**src/rtl/alu_defs.sv**
```systemverilog
// Shared funct codes and sequencer state encoding for the bit-serial execute unit.
package alu_defs;

    localparam logic [5:0] FN_ADD = 6'd32;
    localparam logic [5:0] FN_SUB = 6'd34;
    localparam logic [5:0] FN_AND = 6'd36;
    localparam logic [5:0] FN_OR  = 6'd37;
    localparam logic [5:0] FN_SLT = 6'd42;

    typedef enum logic [1:0] {
        IDLE   = 2'd0,
        RUN    = 2'd1,
        FINISH = 2'd2
    } state_t;

    function automatic logic fn_legal(input logic [5:0] f);
        return (f == FN_ADD) || (f == FN_SUB) || (f == FN_AND) ||
               (f == FN_OR)  || (f == FN_SLT);
    endfunction

endpackage

```
**src/rtl/One_bit_alu_slice.sv**
```systemverilog
// One-bit ALU slice: and/or/add with optional B inversion; unknown codes fall back to add.
module One_bit_alu_slice
    import alu_defs::*;
(
    input  logic       a,
    input  logic       b,
    input  logic       invb,
    input  logic       cin,
    input  logic [5:0] ctl,
    output logic       res,
    output logic       cout,
    output logic       set
);

    logic bb;
    logic sum;

    assign bb   = b ^ invb;
    assign sum  = a ^ bb ^ cin;
    assign cout = (a & bb) | (a & cin) | (bb & cin);
    // Raw adder sum; at the MSB this is the sign used for slt.
    assign set  = sum;

    always_comb begin
        res = sum;
        case (ctl)
            FN_AND:  res = a & bb;
            FN_OR:   res = a | bb;
            default: res = sum;
        endcase
    end

endmodule

```
**src/rtl/bit_serial_alu_ctrl.sv**
```systemverilog
// Bit-serial execute unit: walks one ALU slice across WIDTH bits, LSB first,
// then assembles the result word and zero/ovf/cout/illegal flags.
module bit_serial_alu_ctrl
    import alu_defs::*;
#(
    parameter int WIDTH = 32,
    parameter int CNT_W = $clog2(WIDTH)
) (
    input  logic             clk,
    input  logic             rst,
    input  logic             start,
    input  logic [5:0]       ctl,
    input  logic [WIDTH-1:0] a,
    input  logic [WIDTH-1:0] b,
    output logic             busy,
    output logic             done,
    output logic [WIDTH-1:0] result,
    output logic             zero,
    output logic             ovf,
    output logic             cout,
    output logic             illegal
);

    state_t             state_q, state_d;
    logic [WIDTH-1:0]   a_sr_q, a_sr_d, b_sr_q, b_sr_d, res_sr_q, res_sr_d;
    logic [WIDTH-1:0]   result_q, result_d;
    logic [5:0]         ctl_q, ctl_d;
    logic [CNT_W-1:0]   cnt_q, cnt_d;
    logic               invb_q, invb_d, carry_q, carry_d;
    logic               msb_set_q, msb_set_d, cin_msb_q, cin_msb_d;
    logic               busy_q, busy_d, done_q, done_d;
    logic               zero_q, zero_d, ovf_q, ovf_d, cout_q, cout_d, illegal_q, illegal_d;
    logic               s_res, s_cout, s_set;

    One_bit_alu_slice u_slice (
        .a    (a_sr_q[0]),
        .b    (b_sr_q[0]),
        .invb (invb_q),
        .cin  (carry_q),
        .ctl  (ctl_q),
        .res  (s_res),
        .cout (s_cout),
        .set  (s_set)
    );

    always_ff @(posedge clk or posedge rst) begin
        if (rst) begin
            state_q   <= IDLE;
            a_sr_q    <= '0;
            b_sr_q    <= '0;
            res_sr_q  <= '0;
            result_q  <= '0;
            ctl_q     <= '0;
            cnt_q     <= '0;
            invb_q    <= 1'b0;
            carry_q   <= 1'b0;
            msb_set_q <= 1'b0;
            cin_msb_q <= 1'b0;
            busy_q    <= 1'b0;
            done_q    <= 1'b0;
            zero_q    <= 1'b0;
            ovf_q     <= 1'b0;
            cout_q    <= 1'b0;
            illegal_q <= 1'b0;
        end else begin
            state_q   <= state_d;
            a_sr_q    <= a_sr_d;
            b_sr_q    <= b_sr_d;
            res_sr_q  <= res_sr_d;
            result_q  <= result_d;
            ctl_q     <= ctl_d;
            cnt_q     <= cnt_d;
            invb_q    <= invb_d;
            carry_q   <= carry_d;
            msb_set_q <= msb_set_d;
            cin_msb_q <= cin_msb_d;
            busy_q    <= busy_d;
            done_q    <= done_d;
            zero_q    <= zero_d;
            ovf_q     <= ovf_d;
            cout_q    <= cout_d;
            illegal_q <= illegal_d;
        end
    end

    always_comb begin
        logic ovf_raw;
        logic sub_like;
        state_d   = state_q;
        a_sr_d    = a_sr_q;
        b_sr_d    = b_sr_q;
        res_sr_d  = res_sr_q;
        result_d  = result_q;
        ctl_d     = ctl_q;
        cnt_d     = cnt_q;
        invb_d    = invb_q;
        carry_d   = carry_q;
        msb_set_d = msb_set_q;
        cin_msb_d = cin_msb_q;
        busy_d    = busy_q;
        done_d    = 1'b0;
        zero_d    = zero_q;
        ovf_d     = ovf_q;
        cout_d    = cout_q;
        illegal_d = illegal_q;
        ovf_raw   = cin_msb_q ^ carry_q;
        sub_like  = (ctl == FN_SUB) || (ctl == FN_SLT);

        case (state_q)
            IDLE: begin
                if (start) begin
                    a_sr_d    = a;
                    b_sr_d    = b;
                    ctl_d     = ctl;
                    invb_d    = sub_like;
                    carry_d   = sub_like;
                    cnt_d     = '0;
                    busy_d    = 1'b1;
                    illegal_d = !fn_legal(ctl);
                    state_d   = RUN;
                end
            end
            RUN: begin
                res_sr_d = {s_res, res_sr_q[WIDTH-1:1]};
                carry_d  = s_cout;
                a_sr_d   = a_sr_q >> 1;
                b_sr_d   = b_sr_q >> 1;
                cnt_d    = cnt_q + CNT_W'(1);
                if (cnt_q == CNT_W'(WIDTH - 1)) begin
                    // Carry into the MSB is the pre-update carry FF; needed for signed overflow.
                    msb_set_d = s_set;
                    cin_msb_d = carry_q;
                    state_d   = FINISH;
                end
            end
            FINISH: begin
                if (ctl_q == FN_SLT) result_d = WIDTH'(msb_set_q ^ ovf_raw);
                else                 result_d = res_sr_q;
                ovf_d   = ((ctl_q == FN_ADD) || (ctl_q == FN_SUB)) ? ovf_raw : 1'b0;
                cout_d  = ((ctl_q == FN_AND) || (ctl_q == FN_OR)) ? 1'b0 : carry_q;
                zero_d  = (result_d == '0);
                done_d  = 1'b1;
                busy_d  = 1'b0;
                state_d = IDLE;
            end
            default: state_d = IDLE;
        endcase
    end

    assign busy    = busy_q;
    assign done    = done_q;
    assign result  = result_q;
    assign zero    = zero_q;
    assign ovf     = ovf_q;
    assign cout    = cout_q;
    assign illegal = illegal_q;

endmodule
```
**config.mk**
```make
export PLATFORM = sky130hd
export DESIGN_NAME = bit_serial_alu_ctrl
export DESIGN_NICKNAME = d
export VERILOG_FILES = /design/src/rtl/alu_defs.sv /design/src/rtl/One_bit_alu_slice.sv /design/src/rtl/bit_serial_alu_ctrl.sv
export SDC_FILE = /design/constraint.sdc
export NUM_CORES = 1
export LEC_CHECK = 0
export BUFFER_PORTS_ARGS = -buffer_cell sky130_fd_sc_hd__buf_4
export CAP_MARGIN = 20
export CELL_PAD_IN_SITES_DETAIL_PLACEMENT = 1
export CELL_PAD_IN_SITES_GLOBAL_PLACEMENT = 2
export CORE_ASPECT_RATIO = 0.6
export CORE_UTILIZATION = 32
export CTS_BUF_LIST = sky130_fd_sc_hd__clkbuf_4 sky130_fd_sc_hd__clkbuf_8
export CTS_CLUSTER_DIAMETER = 60
export DETAILED_ROUTE_END_ITERATION = 7
export PLACE_DENSITY_LB_ADDON = 0.1
export SLEW_MARGIN = 30
export SYNTH_ARGS = -nofsm -noshare
export SYNTH_HDL_FRONTEND = slang
export SYNTH_SLANG_ARGS = --single-unit
```
**constraint.sdc**
```tcl
create_clock -name clk -period 4.9 [get_ports clk]
set_input_delay 0.98 -clock clk [delete_from_list [all_inputs] [get_ports clk]]
set_output_delay 0.98 -clock clk [all_outputs]
set_load 0.01 [all_outputs]
```
# Word level (Yosys, flattened, before mapping)
# Index checks and enable logic that the tools add are counted.
# Widths: inputs -> output; s select.
dict set report word_totals {
  ff_bits 151
  latch_bits 0
  ramBits 0
  romBits 0
  output_inout_bits 38
  n_memories 0
}
dict set report op_classes {
  n_addsub 1
  mul 0
  div 0
  magnitude_cmp 0
  eq_ne 15
  n_shift 0
  n_mux 19
  bitwise 11
  n_reduce_logical 17
}
# cell count
set ops {}
lappend ops {{$mux 32} 4}
lappend ops {{$pmux 32 s2} 2}
lappend ops {{$eq 6x6->1 const B} 10}
lappend ops {{$logic_not 32->1} 1}
lappend ops {{$pmux 5 s2} 1}
lappend ops {{$reduce_and 2->1} 5}
lappend ops {{$logic_or 1x1->1} 7}
lappend ops {{$pmux 1 s2} 3}
lappend ops {{$add 5x1->5 const B} 1}
lappend ops {{$eq 5x5->1 const B} 1}
lappend ops {{$mux 1} 5}
lappend ops {{$mux 5} 1}
lappend ops {{$xor 1x1->1} 5}
lappend ops {{$mux 2} 2}
lappend ops {{$ne 2x2->1 const B} 2}
lappend ops {{$pmux 2 s2} 1}
lappend ops {{$reduce_bool 2->1} 2}
lappend ops {{$and 1x1->1} 3}
lappend ops {{$or 1x1->1} 3}
lappend ops {{$eq 2x1->1 const B} 1}
lappend ops {{$eq 2x2->1 const B} 1}
lappend ops {{$logic_not 2->1} 1}
lappend ops {{$logic_not 1->1} 1}

# Longest topological paths before layout
# Gate-level depths: netlist of the first run.
dict set report logic_depth {
  word_depth 6
  ltp_mapped 7
  depth_no_buf 7
}

# By module
# From an unflattened synthesis of the first run, not the netlist that was laid out.
dict set report unflattened {
  cells_unflattened 754
  area_unflattened_um2 6961.7
}
# mod instances cells_each area_per_inst_um2
set modules_own_cells {}
lappend modules_own_cells {bit_serial_alu_ctrl 1 740 6851.6}
lappend modules_own_cells {One_bit_alu_slice 1 14 110.1}

# Worst setup path before layout of the first run
# OpenSTA, ideal clock, no wires.
dict set report synth_timing {
  kind {input port to flip-flop}
  from {input start}
  to {register illegal_q (netlist: illegal)}
  setup_ns 0.119
  t_arrival_ns 1.721
  slack_ns 3.060
  cell_stages 6
  n_path_buf 2
  path_cell_list {nor2b_1 -> buf_2 -> nor2b_1 -> buf_2 -> o2111ai_1 -> o21a_1}
}
dict set report synth_between {
  elab_chain_cells 1
}
# element line_no
set synth_rtl {}
lappend synth_rtl {{start: declaration} bit_serial_alu_ctrl.sv:11} ;# input logic start,
lappend synth_rtl {{$reduce_and 2->1 (no line)} -}
lappend synth_rtl {{end signal: assignment} bit_serial_alu_ctrl.sv:82} ;# illegal_q <= illegal_d;
lappend synth_rtl {{end: declaration} bit_serial_alu_ctrl.sv:32} ;# logic zero_q, zero_d, ovf_q, ovf_d, cout_q, cout_d, illegal_q, illegal_d;
# Every way passes these cells.
# A chain may end at the register's enable or synchronous reset.

# Final worst setup path of the first run
# Same ends and word-level chain as after synthesis.

==> summary.txt, run 1 <==
Critical path
  – Critical Path AT: ~3.1 ns
  – Critical path class: input pin to flip-flop
  – CP peak stage delay: 0.67 ns
  – Critical Path End Type: flip-flop
  – CP delay by family, top: simple AND/OR/NAND/NOR gates
  – Startpoint Class: input pin
  – Crit path buf inv count: 1
  – Req. time, crit path: approximately 5.3 ns
  – Worst path slowest cell: nor2b_4
  – CP Cell Sequence: buf_4, nor2b_4, nor2b_1, o2111ai_1, o21a_1
  – Critical-path maximum fanout: 67

Clock tree
  – Clock Sinks: 151
  – Setup bufs post-CTS: 0
  – CTS tree: yes
  – Htree depth: 4
  – Post-cts hold buffer count: 0
  – Clock tree buffer depth: 2
  – TritonCTS Buffers: 17
  – PostCTS Resize Cnt: 0
  – CTS root buf: clkbuf_8
  – Clock-pin slew of the registers on the worst-case setup and hold paths: 0.08 ns
  – Clk_lat worst skew: 0.45 ns

Timing
  – Period Utilization, post-route: about 57%
  – Unrepaired setup endpoints after global routing: no
  – Final setup viols: 0
  – Setup TNS: 0 ns
  – Worst Tran Pin Value: 0.867 ns
  – Slew Limit Fails: 0
  – Post-layout minimum cycle time: 2.79 ns
  – Fin Hold WS: 0.482 ns
  – Setup Skew: around 0.011 ns
  – Max Clk Rate: 358 MHz
  – Fin. Hold Viols: 0
  – PnR worst setup slack: 2.11 ns
  – Rel. slew slack: ~42%

Yosys
  – Synth Area in XOR/XNOR: less than 1%
  – Synth Flop Type: dfrtp_1
  – Syn Nets: between 800 and 900
  – Cells after Synth: 748
  – Post-Synth Adder-Cell Area: 1.01%
  – Yosys reg bits: 151
  – Mux share of post-synthesis cell area: 0.779%
  – EDFF count, synth: 0
  – Synth Area per Inst: between 9 and 10 um^2
  – Post-synthesis compound-gate area fraction: 20.0%
  – Total number of yosys warnings: 0
  – Dominant cell type by area after synthesis: dfrtp_1
  – Ys async rst share: 100%
  – Unique cell type count in the Yosys netlist: 38
  – Count leader, synth: nand2_1
  – Part of the Yosys area used for sequential elements: 54.7%
  – Post-Synth Simple-Gate Area: a little under a fifth
  – Area share of the largest cell type after synthesis: ~55%
  – Area contributors post-synth: dfrtp_1 55%, nand2_1 10%, o21ai_0 7.1%, a22oi_1 6.5%, nor2b_1 5.8%
  – Cell Area, Synth: 6910 um^2
  – Most frequent cells after synthesis: 187 x nand2_1, 151 x dfrtp_1, 98 x o21ai_0
  – Largest family of logic cells by synthesized area: compound AO/OA/AOI/OAI gates

Drt
  – DRC Markers: 0
  – Antenna-violating nets left: 0
  – WL final: 19500 um
  – Drt initial violations: 260
  – Wirelength per Cell: 17.4 um
  – Detailed Routing Iterations Pass 1: 5
  – Post-DR vias/cell: 5.10
  – Routed via count: 5717

Floorplanning
  – Die Y: 116 um
  – Row count: 41
  – I/O Pins: 111
  – Die ar.: 22200 um^2
  – Die X: 192 um
  – Core Area: roughly 21000 um^2
  – Initial Utilization: ~33%

Finish
  – Layout fillers: 2386
  – Layout cells sized above 1: 19.5%
  – Post-route cell area: between 8000 and 9000 um^2
  – Antenna cell count: 0
  – Area Overhead vs Synth: 21.0%
  – Final nets: 908
  – Final std cells w/o fill: 1120

Power
  – VDD IR-drop max: 0.186 mV
  – P_leak: 0.00383 uW
  – PD cells: 474 nW/um^2

Placed design
  – Cell Area, Placed: approximately 8000 um^2
  – Pre-CTS WS: 1.65 ns
  – # port buffers: 110
  – Dpl cells: 1089
  – Gpl congestion: 0.746
  – DP Wirelength: 12500 um

Global route
  – Vias in the first global route: 5910
  – Initial antenna violation count: 0
  – Overall Global Routing Usage: 18.5%
  – Global-route wire length before repair: 32100 um
  – Total grt overflow: 0
  – Pin count of the biggest net entering global routing: 136

Flow run
  – Max-cap violation count: 0

Run status
  – Status: finished clean

Worst hold path
  – Worst hold path class: flip-flop to flip-flop
-- cells in the final DEF, fill, tap and decap left out, types with 2 or more instances in the layout --
cell / instances
a21oi_1: 65
a22o_1: 4
a22oi_1: 60
and3b_1: 3
buf_4: 118
bufinv_16: 3
clkbuf_8: 20
clkinv_2: 5
clkinvlp_4: 3
dfrtp_1: 149
dfrtp_2: 2
ha_1: 4
inv_1: 4
mux2_2: 3
mux2i_1: 2
nand2_1: 187
nand2b_1: 3
nand3_1: 3
nand4_1: 3
nor2_1: 4
nor2b_1: 62
nor2b_4: 2
nor4_1: 6
nor4_2: 3
o21a_1: 2
o21ai_0: 98
o21ai_1: 5
xnor2_1: 2
-- cell families after synthesis --
kind of cell	count (synthesis)
adders and majority gates	5
buffers and inverters	63
and+or+nand+nor	283
xor gates and xnor gates	3
AOI/OAI and AO/OA	238
muxes	5
DFF	151
-- worst register-to-register path, stage by stage (launching register included) --
cell and delay [ns]:
dfrtp_2 0.72, nor2b_4 0.65, nor2b_1 0.53, o2111ai_1 0.19, o21a_1 0.14
-- cell type report --
type	instances	area [um^2]	share of cell area, %
sequential	151	3780	45.3
multi-input combinational	534	2870	34.3
timing repair buffer	120	921	11.0
tap	279	349	4.18
clock buffer	21	283	3.38
clock inverter	9	125	1.50
inverter	6	27.5	0.329
-- sequential cells by signal, summed over array words and instances, names as in the netlist --
name and flops:
msb_set_q 1, res_sr_q 32, b_sr_q 32, illegal 1, busy 1, zero 1, invb_q 1, state_q 2
result 32, cin_msb_q 1, cnt_q 5, ctl_q 6, done 1, ovf 1, a_sr_q 32, cout 1
carry_q 1
-- where the power goes --
part           switching, uW  total [uW]  internal, uW
registers                367        1990          1620
clock network            474        1010           541
logic                    505         958           453
-- through the flow --
stage	power, uW	util [%]
6_report	3960	39.6
5_1_grt	4250	39.6
4_1_cts	4000	39.6
3_5_place_dp	2970	37.6
3_3_place_gp	2890	37.6
2_1_floorplan	2600	-
-- path summary, 6_finish.rpt --
check                                             from                endpoint  cells after the start  slack [ns]
worst min register to register  result[28]$_DFFE_PP0P_  result[28]$_DFFE_PP0P_                      2        0.48
max in group asynchronous                          rst  state_q[0]$_DFFE_PP0P_                      3        3.27
worst max-delay path                             start     illegal$_DFFE_PP0P_                      5        2.11
min in group asynchronous                          rst  a_sr_q[22]$_DFFE_PP0P_                      2        0.54
worst max register to register  state_q[1]$_DFFE_PP0P_     illegal$_DFFE_PP0P_                      4        2.56
worst min-delay path            result[28]$_DFFE_PP0P_  result[28]$_DFFE_PP0P_                      2        0.48
-- metal layers --
layer | wire length (um) | GRT usage [%]
met5 | 0 | 0
met4 | 161 | 4.66
met3 | 699 | 4.06
met2 | 8150 | 26.1
met1 | 10500 | 28.4
Note: power is estimated with default switching activity, not from simulation.
==> run 2, diff against run 1 <==
--- a/config.mk
+++ b/config.mk
@@ -10,7 +10,7 @@
 export CELL_PAD_IN_SITES_DETAIL_PLACEMENT = 1
 export CELL_PAD_IN_SITES_GLOBAL_PLACEMENT = 2
 export CORE_ASPECT_RATIO = 0.6
-export CORE_UTILIZATION = 32
+export CORE_UTILIZATION = 36
 export CTS_BUF_LIST = sky130_fd_sc_hd__clkbuf_4 sky130_fd_sc_hd__clkbuf_8
 export CTS_CLUSTER_DIAMETER = 60
 export DETAILED_ROUTE_END_ITERATION = 7
==> constraint.sdc (replaced) <==
create_clock -name clk -period 2.81 [get_ports clk]
set_input_delay 0.562 -clock clk [delete_from_list [all_inputs] [get_ports clk]]
set_output_delay 0.562 -clock clk [all_outputs]
set_load 0.01 [all_outputs]
==> run 2 against run 1 <==
Effect of this change: global-route usage is 2.4 points higher; critical path depth is 1 higher; register-to-register slack worse by 1.8 ns; cell area is 0.19% lower; first-iteration DRC count is 21% higher; sequential share of layout area is 0.088 points higher; worst setup slack worse by 1.4 ns; critical path type is now flip-flop to flip-flop.
==> summary.txt, run 2 (synthesis gave the netlist of run 1 again) <==
Global route
  – Vias in the first global route: 6022 (was 5910)
  – Total grt overflow: 0 (unchanged)
  – Global-route wire length before repair: 32400 um (was 32100 um)
  – Overall Global Routing Usage: 20.9% (was 18.5%)
  – Pin count of the biggest net entering global routing: 75 (was 136)
  – Initial antenna violation count: 0 (unchanged)

Floorplanning
  – Die ar.: 19800 um^2 (was 22200 um^2)
  – Row count: 38 (was 41)
  – Core Area: 18400 um^2 (was 21100 um^2)
  – Die X: 181 um (was 192 um)
  – Initial Utilization: 37.5% (was 32.8%)
  – I/O Pins: 111 (unchanged)
  – Die Y: 109 um (was 116 um)

Timing
  – Post-layout minimum cycle time: 2.08 ns
  – Worst Tran Pin Value: 0.828 ns (was 0.867 ns)
  – Rel. slew slack: 44.8% (was 42.2%)
  – Unrepaired setup endpoints after global routing: no (unchanged)
  – Max Clk Rate: 482 MHz
  – Final setup viols: 0 (unchanged)
  – Slew Limit Fails: 0 (unchanged)
  – Setup TNS: 0 ns (unchanged)
  – Fin. Hold Viols: 0 (unchanged)
  – Setup Skew: 0.0135 ns (was 0.0105 ns)
  – Period Utilization, post-route: roughly 74%

Finish
  – Final nets: 911 (was 908)
  – Final std cells w/o fill: 1086 (was 1120)
  – Commonest non-fill, non-tap cell in the layout: nand2_1 (unchanged)
  – Area Overhead vs Synth: 20.7% (was 21.0%)
  – Layout cells sized above 1: 20.0% (was 19.5%)
  – Most frequent cells in the layout: 187 x nand2_1, 149 x dfrtp_1, 121 x buf_4 (was 187 x nand2_1, 149 x dfrtp_1, 118 x buf_4)
  – Antenna cell count: 0 (unchanged)

Clock tree
  – Clock Sinks: 151 (unchanged)
  – PostCTS Resize Cnt: 0 (unchanged)
  – Clock tree buffer depth: 2 (unchanged)
  – CTS root buf: clkbuf_8 (unchanged)
  – Post-cts hold buffer count: 0 (unchanged)
  – Setup bufs post-CTS: 0 (unchanged)
  – Clock-pin slew of the registers on the worst-case setup and hold paths: 0.09 ns (was 0.08 ns)
  – Clk_lat worst skew: 0.45 ns (about the same)
  – CTS tree: yes (unchanged)
  – Htree depth: 4 (unchanged)
  – TritonCTS Buffers: 17 (unchanged)

Run status
  – Status: finished clean (unchanged)

Placed design
  – Dpl cells: 1054 (was 1089)
  – DP Wirelength: 12400 um (was 12500 um)
  – # port buffers: 110 (unchanged)
  – Gpl congestion: 0.730 (was 0.746)

Flow run
  – Max-cap violation count: 0 (unchanged)

Drt
  – Detailed Routing Iterations Pass 1: 4 (was 5)
  – Post-DR vias/cell: 5.27 (was 5.10)
  – Routed via count: 5718 (was 5717)
  – Antenna-violating nets left: 0 (unchanged)
  – Wirelength per Cell: 17.9 um (was 17.4 um)
  – WL final: 19400 um (was 19500 um)
  – DRC Markers: 0 (unchanged)
  – Drt initial violations: 314 (was 260)

Power
  – PD cells: 830 nW/um^2 (was 474 nW/um^2)
  – P_leak: 0.00385 uW (was 0.00383 uW)
  – VDD IR-drop max: 0.352 mV (was 0.186 mV)

Critical path
  – Crit path buf inv count: 2 (was 1)
  – Startpoint Class: flip-flop (was input pin)
  – Req. time, crit path: 3.14 ns (was 5.25 ns)
  – Critical-path maximum fanout: 74 (was 67)
  – Critical R2R Launch: state_q[0]$_DFFE_PP0P_ (was state_q[1]$_DFFE_PP0P_)
  – Setup crit start: state_q[0]$_DFFE_PP0P_ (was start)
  – CP delay by family, top: buffers and inverters (was simple AND/OR/NAND/NOR gates)
  – Critical Path End Type: flip-flop (unchanged)
  – Critical path class: flip-flop to flip-flop (was input pin to flip-flop)
  – CP Cell Sequence: buf_4, nor2b_4, buf_12, nand4_1, nand3_1, o21ai_0 (was buf_4, nor2b_4, nor2b_1, o2111ai_1, o21a_1)
  – Worst path slowest cell: buf_4 (was nor2b_4)
  – Critical Path AT: 2.40 ns (was 3.14 ns)
  – CP peak stage delay: 0.57 ns (was 0.67 ns)

Worst hold path
  – Worst hold path class: input pin to asynchronous set/reset pin (was flip-flop to flip-flop)
run 2: cell types whose count changed in the layout (fill, tap and decap cells not counted), sizes merged:
cell / previous run / this run
buf: 120 / 123
clkbuf: 21 / 20
clkinv: 5 / 6
inv: 4 / 6
run 2: worst reg2reg max path, delay by kind of cell, from the launching register on:
family	cells	cell delay, ns
AO/OA/AOI/OAI	1	0.09
flip-flops	1	0.36
buffers and inverters	2	0.87
AND/OR/NAND/NOR	3	0.64
run 2: where the power goes:
group	switching, uW	internal (uW)	leakage (uW)
logic	912	792	0.00179
registers	616	2830	0.00185
clock network	858	921	0.000210
total	2390	4540	0.00385
run 2: cell type report:
class                   count  area, um^2
fillers                  2111       10100
repair buffers            123         948
clock inverters            12         151
well taps                 240         300
inverters                   6        26.3
clock buffers              20         263
multi-input cells         534        2870
flip-flops and latches    151        3780
run 2: metal layers:
layer / vias to the layer above / global-route usage, % / part of all wire, %
li1: 2728 / - / -
met1: 2868 / 30.9 / 52
met2: 112 / 30.8 / 42
met3: 10 / 5.00 / 4.5
met4: 0 / 4.82 / 0.61
met5: - / 0 / 0
run 2: final timing paths:
path | to | slack [ns] | depth (start not counted)
max in group asynchronous | a_sr_q[4]$_DFFE_PP0P_ | 1.86 | 3
worst min-delay path | res_sr_q[11]$_DFFE_PP0P_ | 0.1 | 2
min in group clk | ctl_q[5]$_DFFE_PP0P_ | 0.33 | 3
worst max-delay path | cnt_q[3]$_DFFE_PP0P_ | 0.73 | 6
worst max register to register | cnt_q[3]$_DFFE_PP0P_ | 0.73 | 6
worst min register to register | result[10]$_DFFE_PP0P_ | 0.49 | 2
run 2: stage by stage:
stage | hold slack [ns] | utilization, % | setup WS [ns] | total power [uW] | instance area (um^2)
3_5_place_dp | 0.472 | 43.1 | 0.674 | 5200 | 7930
5_1_grt | 0.0779 | 45.3 | 0.578 | 7440 | 8340
3_3_place_gp | 0.465 | 43.1 | 0.765 | 5040 | 7930
4_1_cts | 0.0722 | 45.3 | 0.705 | 7010 | 8340
6_report | 0.0982 | 45.3 | 0.734 | 6930 | 8340
2_1_floorplan | 0.449 | - | 0.345 | 4540 | 6910
